**config.mk**
```make
export PLATFORM = sky130hd
export DESIGN_NAME = score_tracker
export DESIGN_NICKNAME = d
export VERILOG_FILES = /design/src/rtl/score_tracker.sv
export SDC_FILE = /design/constraint.sdc
export NUM_CORES = 1
export LEC_CHECK = 0
export CORE_ASPECT_RATIO = 0.8
export CORE_MARGIN = 2
export CORE_UTILIZATION = 40
export CTS_BUF_LIST = sky130_fd_sc_hd__clkbuf_4
export DETAILED_ROUTE_END_ITERATION = 7
export HOLD_SLACK_MARGIN = 0.15
export PLACE_DENSITY = 0.55
export SYNTH_ARGS = -nofsm -noshare
export SYNTH_HDL_FRONTEND = slang
export SYNTH_SLANG_ARGS = --single-unit
```
**constraint.sdc**
```tcl
create_clock -name clk -period 7.2 [get_ports clk]
set_input_delay 1.08 -clock clk [delete_from_list [all_inputs] [get_ports clk]]
set_output_delay 1.08 -clock clk [all_outputs]
set_load 0.01 [all_outputs]
```
**src/rtl/score_tracker.sv**
```systemverilog
// Whack-a-mole score engine: running score with a combo bonus, session high score,
// and a multi-cycle binary-to-BCD conversion of each new record.
module score_tracker #(
   parameter int HIT_POINTS   = 10,
   parameter int MISS_PENALTY = 5,
   parameter int COMBO_THRESH = 5,
   parameter int MAX_SCORE    = 99999
) (
   input  logic        clk,
   input  logic        reset_n,
   input  logic        start,
   input  logic        stop,
   input  logic        hit,
   input  logic        miss,
   output logic [23:0] score,
   output logic [23:0] highscore,
   output logic        new_record,
   output logic        playing,
   output logic        busy
);

   localparam logic [1:0] S_IDLE    = 2'd0;
   localparam logic [1:0] S_PLAY    = 2'd1;
   localparam logic [1:0] S_COMPARE = 2'd2;
   localparam logic [1:0] S_CONVERT = 2'd3;

   localparam logic [17:0] LP_HIT    = 18'(HIT_POINTS);
   localparam logic [17:0] LP_BONUS  = 18'(2 * HIT_POINTS);
   localparam logic [17:0] LP_MAX    = 18'(MAX_SCORE);
   localparam logic [16:0] LP_PEN    = 17'(MISS_PENALTY);
   localparam logic [2:0]  LP_THRESH = 3'(COMBO_THRESH);

   logic [1:0]  r_state;
   logic [16:0] r_score;
   logic [16:0] r_hs_bin;
   logic [2:0]  r_streak;
   logic [16:0] r_shift;
   logic [23:0] r_bcd;
   logic [4:0]  r_cnt;
   logic [23:0] r_highscore;
   logic        r_new_record;
   logic        r_hs_load;

   logic [17:0] w_add;
   logic [17:0] w_sum;
   logic [16:0] w_hit_score;
   logic [16:0] w_miss_score;
   logic [2:0]  w_streak_inc;
   logic [23:0] w_bcd_adj;

   // Sum is one bit wider than the score so saturation is decided before any wrap.
   assign w_add        = (r_streak == LP_THRESH) ? LP_BONUS : LP_HIT;
   assign w_sum        = {1'b0, r_score} + w_add;
   assign w_hit_score  = (w_sum > LP_MAX) ? LP_MAX[16:0] : w_sum[16:0];
   assign w_miss_score = (r_score < LP_PEN) ? 17'd0 : r_score - LP_PEN;
   assign w_streak_inc = (r_streak >= LP_THRESH) ? LP_THRESH : r_streak + 3'd1;

   genvar gi;
   generate
      for (gi = 0; gi < 6; gi++) begin : g_dabble
         assign w_bcd_adj[gi*4 +: 4] = (r_bcd[gi*4 +: 4] >= 4'd5) ?
                                       r_bcd[gi*4 +: 4] + 4'd3 : r_bcd[gi*4 +: 4];
      end
   endgenerate

   always_ff @(posedge clk or negedge reset_n) begin
      if (!reset_n) begin
         r_state      <= S_IDLE;
         r_score      <= '0;
         r_hs_bin     <= '0;
         r_streak     <= '0;
         r_shift      <= '0;
         r_bcd        <= '0;
         r_cnt        <= '0;
         r_highscore  <= '0;
         r_new_record <= 1'b0;
         r_hs_load    <= 1'b0;
      end else begin
         r_new_record <= 1'b0;
         r_hs_load    <= 1'b0;
         // The finished accumulator is published one edge after the last shift, all at once.
         if (r_hs_load) r_highscore <= r_bcd;
         case (r_state)
            S_IDLE: begin
               if (start) begin
                  r_state  <= S_PLAY;
                  r_score  <= '0;
                  r_streak <= '0;
               end
            end
            S_PLAY: begin
               if (start) begin
                  r_score  <= '0;
                  r_streak <= '0;
               end else if (stop) begin
                  r_state <= S_COMPARE;
               end else if (miss) begin
                  r_score  <= w_miss_score;
                  r_streak <= '0;
               end else if (hit) begin
                  r_score  <= w_hit_score;
                  r_streak <= w_streak_inc;
               end
            end
            S_COMPARE: begin
               if (r_score > r_hs_bin) begin
                  r_hs_bin     <= r_score;
                  r_shift      <= r_score;
                  r_bcd        <= '0;
                  r_cnt        <= '0;
                  r_new_record <= 1'b1;
                  r_state      <= S_CONVERT;
               end else begin
                  r_state <= S_IDLE;
               end
            end
            S_CONVERT: begin
               r_bcd   <= {w_bcd_adj[22:0], r_shift[16]};
               r_shift <= {r_shift[15:0], 1'b0};
               r_cnt   <= r_cnt + 5'd1;
               if (r_cnt == 5'd16) begin
                  r_state   <= S_IDLE;
                  r_hs_load <= 1'b1;
               end
            end
            default: r_state <= S_IDLE;
         endcase
      end
   end

   assign score      = {7'd0, r_score};
   assign highscore  = r_highscore;
   assign new_record = r_new_record;
   assign playing    = (r_state == S_PLAY);
   assign busy       = (r_state == S_COMPARE) || (r_state == S_CONVERT);

endmodule

```
; ---- Word-level counts from Yosys, hierarchy flattened
; Index checks and enable logic that the tools add are counted.
[word_totals]
regBits = 111
input_bits = 6
[op_classes]
n_eq_ne = 12
muxes = 38
n_lt_le_gt_ge = 10
reduce_logical = 8
n_addsub = 10
[ops]
columns = cell, n
row1 = 17-bit 2-to-1 mux, 8
row2 = 17-bit case mux with 2 select lines, 2
row3 = 24-bit case mux with 2 select lines, 1
row4 = "4-bit by 3-bit >= comparator with 1-bit output, second input constant", 6
row5 = 24-bit 2-to-1 mux, 1
row6 = 3-bit 2-to-1 mux, 7
row7 = "4-bit by 2-bit adder with 4-bit output, second input constant", 5
row8 = 4-bit 2-to-1 mux, 5
row9 = 17-bit by 5-bit adder with 18-bit output, 1
row10 = "18-bit by 17-bit greater-than comparator with 1-bit output, second input constant", 1
row11 = 17-bit greater-than comparator, 1
row12 = "17-bit by 3-bit < comparator with 1-bit output, second input constant", 1
row13 = "17-bit by 3-bit subtractor with 17-bit output, second input constant", 1
row14 = 2-bit 2-to-1 mux, 5
row15 = 5-bit 2-to-1 mux, 2
row16 = "2-bit != test, second input constant", 5
row17 = 5-bit case mux with 2 select lines, 1
row18 = 2-bit case mux with 4 select lines, 1
row19 = 4-bit AND reduction, 2
row20 = 3-bit case mux with 2 select lines, 1
row21 = "5-bit by 1-bit adder with 5-bit output, second input constant", 1
row22 = "5-bit equality test, second input constant", 1
row23 = "2-bit equality test, second input constant", 2
row24 = 1-bit 2-to-1 mux, 4
row25 = other kinds (11), 13

; ---- Depth between registers and ports, before layout
[depth]
word_depth = 10
depth_mapped = 14

; ---- Least setup slack after synthesis
; Ideal clock, no wire load.
[synth_path]
kind = flip-flop to flip-flop
from = register r_streak[1]
to = register r_score[7]
setup_time_ns = 0.129
setup_slack_ns = 3.991
path_stages_with_launch = 15
arrival_ns = 3.080
synth_period_minus_slack_ns = 3.209
required_time_ns = 7.071
cell_sequence = dfrtp_1 > inv_1 > ha_1 > nand2_1 > ha_1 > ha_1 > a311oi_2 > o31ai_4 > buf_6 > a311o_1 > a221oi_2 > nand2_2 > buf_6 > o41ai_1 > nor2_1
[synth_between]
elab_chain_len = 10
[synth_lines]
columns = item, line_no
row1 = start: declaration, 36  ; logic [2:0] r_streak;
row2 = start signal: assignment, 102  ; r_streak <= w_streak_inc;
row3 = 3-bit equality test (*), 52  ; assign w_add = (r_streak == LP_THRESH) ? LP_BONUS : LP_HIT;
row4 = 5-bit 2-to-1 mux (*), 52
row5 = 17-bit by 5-bit adder with 18-bit output (*), 53  ; assign w_sum = {1'b0, r_score} + w_add;
row6 = 18-bit by 17-bit greater-than comparator with 1-bit output, 54  ; assign w_hit_score = (w_sum > LP_MAX) ? LP_MAX[16:0] : w_sum[16:0];
row7 = 17-bit 2-to-1 mux (*), 54
row8 = 17-bit 2-to-1 mux (*), 100  ; end else if (hit) begin
row9 = 17-bit 2-to-1 mux (*), 97  ; end else if (miss) begin
row10 = 17-bit 2-to-1 mux (*), 95  ; end else if (stop) begin
row11 = 17-bit 2-to-1 mux (*), 92  ; if (start) begin
row12 = 17-bit case mux with 2 select lines (*), 83  ; case (r_state)
row13 = end signal: assignment, 98  ; r_score <= w_miss_score;
row14 = end signal: assignment, 101  ; r_score <= w_hit_score;
row15 = end: declaration, 34  ; logic [16:0] r_score;
; Every way passes the cells marked *; elsewhere a longest branch is shown, timed or not. The select of a mux whose other input is x is not followed.
; A chain may end at the register's enable or synchronous reset.

; ---- Worst setup path after layout
[layout_path]
from = register r_streak[1]
to = register r_score[6]
; Same word-level chain as after synthesis.

==> summary.txt <==
Synth
  – Yosys warns: 0
  – Synth Instances: 756
  – Post-synth ARST share: 1.00
  – Main synth FF type: dfrtp_1
  – Sequential area share after synthesis: 0.396
  – FF+latch count, synth: 111
  – Dominant cell type by area after synthesis: dfrtp_1
  – Syn Std Cell Area: 7010 um2
  – Mapped Avg Cell Area: 9.27 um2
  – Synth unique cells: 69
  – Share of the synthesized area in the top cell type: 0.396
  – Post-synth EDFFs: 0
  – Largest cells by area after synthesis: dfrtp_1 40%, ha_1 6.6%, mux2_2 5.9%

Worst setup path
  – Cells on worst reg2reg path: 12
  – CP Launch Type: flip-flop
  – Worst path depth: 12
  – Crit Path Max Fanout: 13
  – Worst endpoint required time: 7.59 ns
  – Slowest cell on the critical path: a2111oi_4
  – CP top delay family: compound AO/OA/AOI/OAI gates
  – CP Capture Type: flip-flop
  – Worst Path Arrival: 4.70 ns
  – Worst path max stage delay: 0.91 ns
  – Worst path bufs/invs: 1
  – Crit-path cells: inv_1 -> ha_1 -> nand2_1 -> xnor2_1 -> ha_1 -> a311oi_2 -> o31ai_4 -> nor4b_4 -> nand2_1 -> a2111oi_4 -> o21ai_0 -> a211o_1
  – Crit Path Class: reg -> reg

Global routing
  – Global route overflow: 0
  – Total track usage: 0.200
  – Largest net degree at the start of global routing: 72
  – Global-route wire length before repair: 30.0 mm
  – Initial antenna violation count: 0
  – Vias in the first global route: 5632

Routing
  – Via density per instance: 5.81
  – Routed length per instance: 18.4 um
  – Remaining DRCs: 0
  – Pre-Repair DR Iteration Count: 5
  – Final WL: 18.4 mm
  – Antenna-violating nets left: 0
  – Vias: 5816
  – Violation count after the first detailed-route iteration: 472

Pwr
  – Pwr dens: 390 nW/um2
  – Switch Pwr: 0.00148 W
  – Share of power burned in registers: 0.325
  – Comb power frac: 0.567
  – Leakage: 3.17 nW
  – Max rail drop VDD: 0.275 mV
  – Total Power: 0.00300 W
  – Pint: 0.00152 W
  – Switching share of power: 0.494
  – Clock share of power: 0.108

Clock tree
  – Setup Fix Bufs, Post-CTS: 0
  – CTS tree: yes
  – Cts repair resizes: 0
  – Root Buffer: clkbuf_4
  – Htree depth: 3
  – Clock tree buffer depth: 2
  – CTS Buf Count: 9
  – Clock slew at reported path FFs: 0.16 ns
  – Hold-fix buffers, CTS: 0
  – Clock Sinks: 111
  – Clk_lat worst skew: 0.49 ns

Cells and area
  – Area growth syn-to-layout: 9.98%
  – Nets@finish: 813
  – Share of cells above drive strength 1: 0.0981
  – Most frequent cells in the layout: 111 x dfrtp_1, 63 x nand2_1, 51 x nor2_1, 48 x clkdlybuf4s50_1, 44 x inv_1
  – Utilization after layout: 0.446
  – Commonest non-fill, non-tap cell in the layout: dfrtp_1

Flow run
  – Max-Cap Viols: 0

Timing
  – Setup Viol. Count Final: 0
  – Final setup margin: 2.89 ns
  – Fmax: 232 MHz
  – RSZ-0062 raised after global routing: false
  – Worst clock skew: 0.0173 ns
  – Final hold vios: 0
  – Slew headroom: 0.332
  – Final worst-path cycle share: 0.599
  – Setup TNS: 0 ns
  – Final Max Tran Viols: 0
  – Fin crit period: 4.31 ns
  – Worst Max-Slew Pin Slew: 1.00 ns
  – Worst hold margin: 0.524 ns

Min path
  – Worst hold stages: 1
  – Tightest Hold Check Type: reg -> reg

Floorplan
  – Site row count: 43
  – Num ports: 57
  – Die area: 18600 um2
  – Core ar.: 17300 um2
  – Die W: 152 um
  – Die Y: 122 um
  – Initial Util: 0.406

Place
  – Worst slack, placed: 2.99 ns
  – Gpl congestion: 0.861
  – Port Buffers: 49
  – Dpl hpwl: 12.4 mm

Outcome
  – Status: finished, final reports clean
-- per-stage QoR --
| stage | area [um2] | cells |
|---|---|---|
| 2_1_floorplan | 7030 | 762 |
| 3_3_place_gp | 7570 | 984 |
| 3_5_place_dp | 7570 | 984 |
| 4_1_cts | 7700 | 1000 |
| 5_1_grt | 7700 | 1000 |
| 6_report | 7700 | 1001 |
-- final cells by class --
type,count,area (um2)
Antenna cell,1,2.50
Timing Repair Buffer,57,548
Fill cell,1658,9570
Sequential cell,111,2780
Clock buffer,10,75.1
Multi-Input combinational cell,547,3800
Clock inverter,6,58.8
Inverter,44,165
Tap cell,225,282
-- cell usage after synthesis, types with 3 or more instances --
| library cell | number |
|---|---|
| dfrtp_1 | 111 |
| nand2_1 | 64 |
| nor2_1 | 51 |
| inv_1 | 44 |
| a21oi_1 | 40 |
| clkbuf_1 | 37 |
| ha_1 | 37 |
| mux2_2 | 37 |
| o21ai_0 | 32 |
| nor3_1 | 31 |
| xnor2_1 | 19 |
| o22ai_1 | 18 |
| nand3_1 | 17 |
| a221oi_1 | 16 |
| o221ai_1 | 16 |
| a21o_1 | 11 |
| nor3b_1 | 11 |
| o31ai_1 | 10 |
| a31oi_1 | 9 |
| and2_1 | 9 |
| nand2b_1 | 9 |
| nor2b_1 | 9 |
| buf_4 | 8 |
| or3_1 | 8 |
| o211ai_1 | 7 |
| a22oi_1 | 6 |
| and3_1 | 6 |
| mux2i_1 | 6 |
| o2bb2ai_1 | 6 |
| buf_2 | 5 |
| buf_6 | 5 |
| nand4_1 | 5 |
| o21a_1 | 4 |
| o41ai_1 | 4 |
| a22o_1 | 3 |
| a31o_2 | 3 |
| clkbuf_2 | 3 |
| o21ai_1 | 3 |
-- cell families after synthesis --
family / after synthesis / synth area share
other: 1 / 0.000535
and+or+nand+nor: 232 / 0.164
buffers and inverters: 104 / 0.0673
AOI/OAI and AO/OA: 208 / 0.212
muxes: 43 / 0.0680
adders and majority gates: 37 / 0.0661
DFF: 111 / 0.396
xor gates and xnor gates: 20 / 0.0250
-- power by group through the flow --
stage                     clock network [W]  registers, W  logic [W]
final                              0.000324      0.000977    0.00170
after global routing               0.000357       0.00100    0.00189
after CTS                          0.000338      0.000975    0.00169
after detailed placement                  0      0.000988    0.00168
after global placement                    0      0.000983    0.00163
after floorplan                           0      0.000884    0.00129
-- worst register-to-register path: stages, from the launching register on --
cell and delay, ns:
dfrtp_1 0.45, inv_1 0.09, ha_1 0.32, nand2_1 0.25
xnor2_1 0.21, ha_1 0.21, a311oi_2 0.07, o31ai_4 0.59
nor4b_4 0.35, nand2_1 0.13, a2111oi_4 0.91, o21ai_0 0.32
a211o_1 0.32
-- routing by layer --
layer  vias to the layer above  global-route usage  wire length (um)
met1                      2874               0.295              9100
met2                       166               0.309              8080
met4                         0              0.0333               125
met5                         -                   0                 0
li1                       2768                   -                 -
met3                         8              0.0420              1110
-- worst paths after layout --
path / startpoint / endpoint / slack, ns
worst min-delay path: r_shift[0] / r_shift[0] / 0.52
max in group asynchronous: reset_n / r_state[0] / 5.26
worst max register to register: r_streak[1] / r_score[6] / 2.89
min in group asynchronous: reset_n / r_hs_bin[9] / 0.57
worst min register to register: r_shift[0] / r_shift[0] / 0.52
worst max-delay path: r_streak[1] / r_score[6] / 2.89
-- flip-flops by register name (all words and copies together), names as in the netlist --
name / flops
highscore: 24
r_bcd: 24
r_hs_bin: 17
r_score: 17
r_shift: 17
r_cnt: 5
r_streak: 3
r_state: 2
new_record: 1
r_hs_load: 1
(Power assumes the default switching activity.)
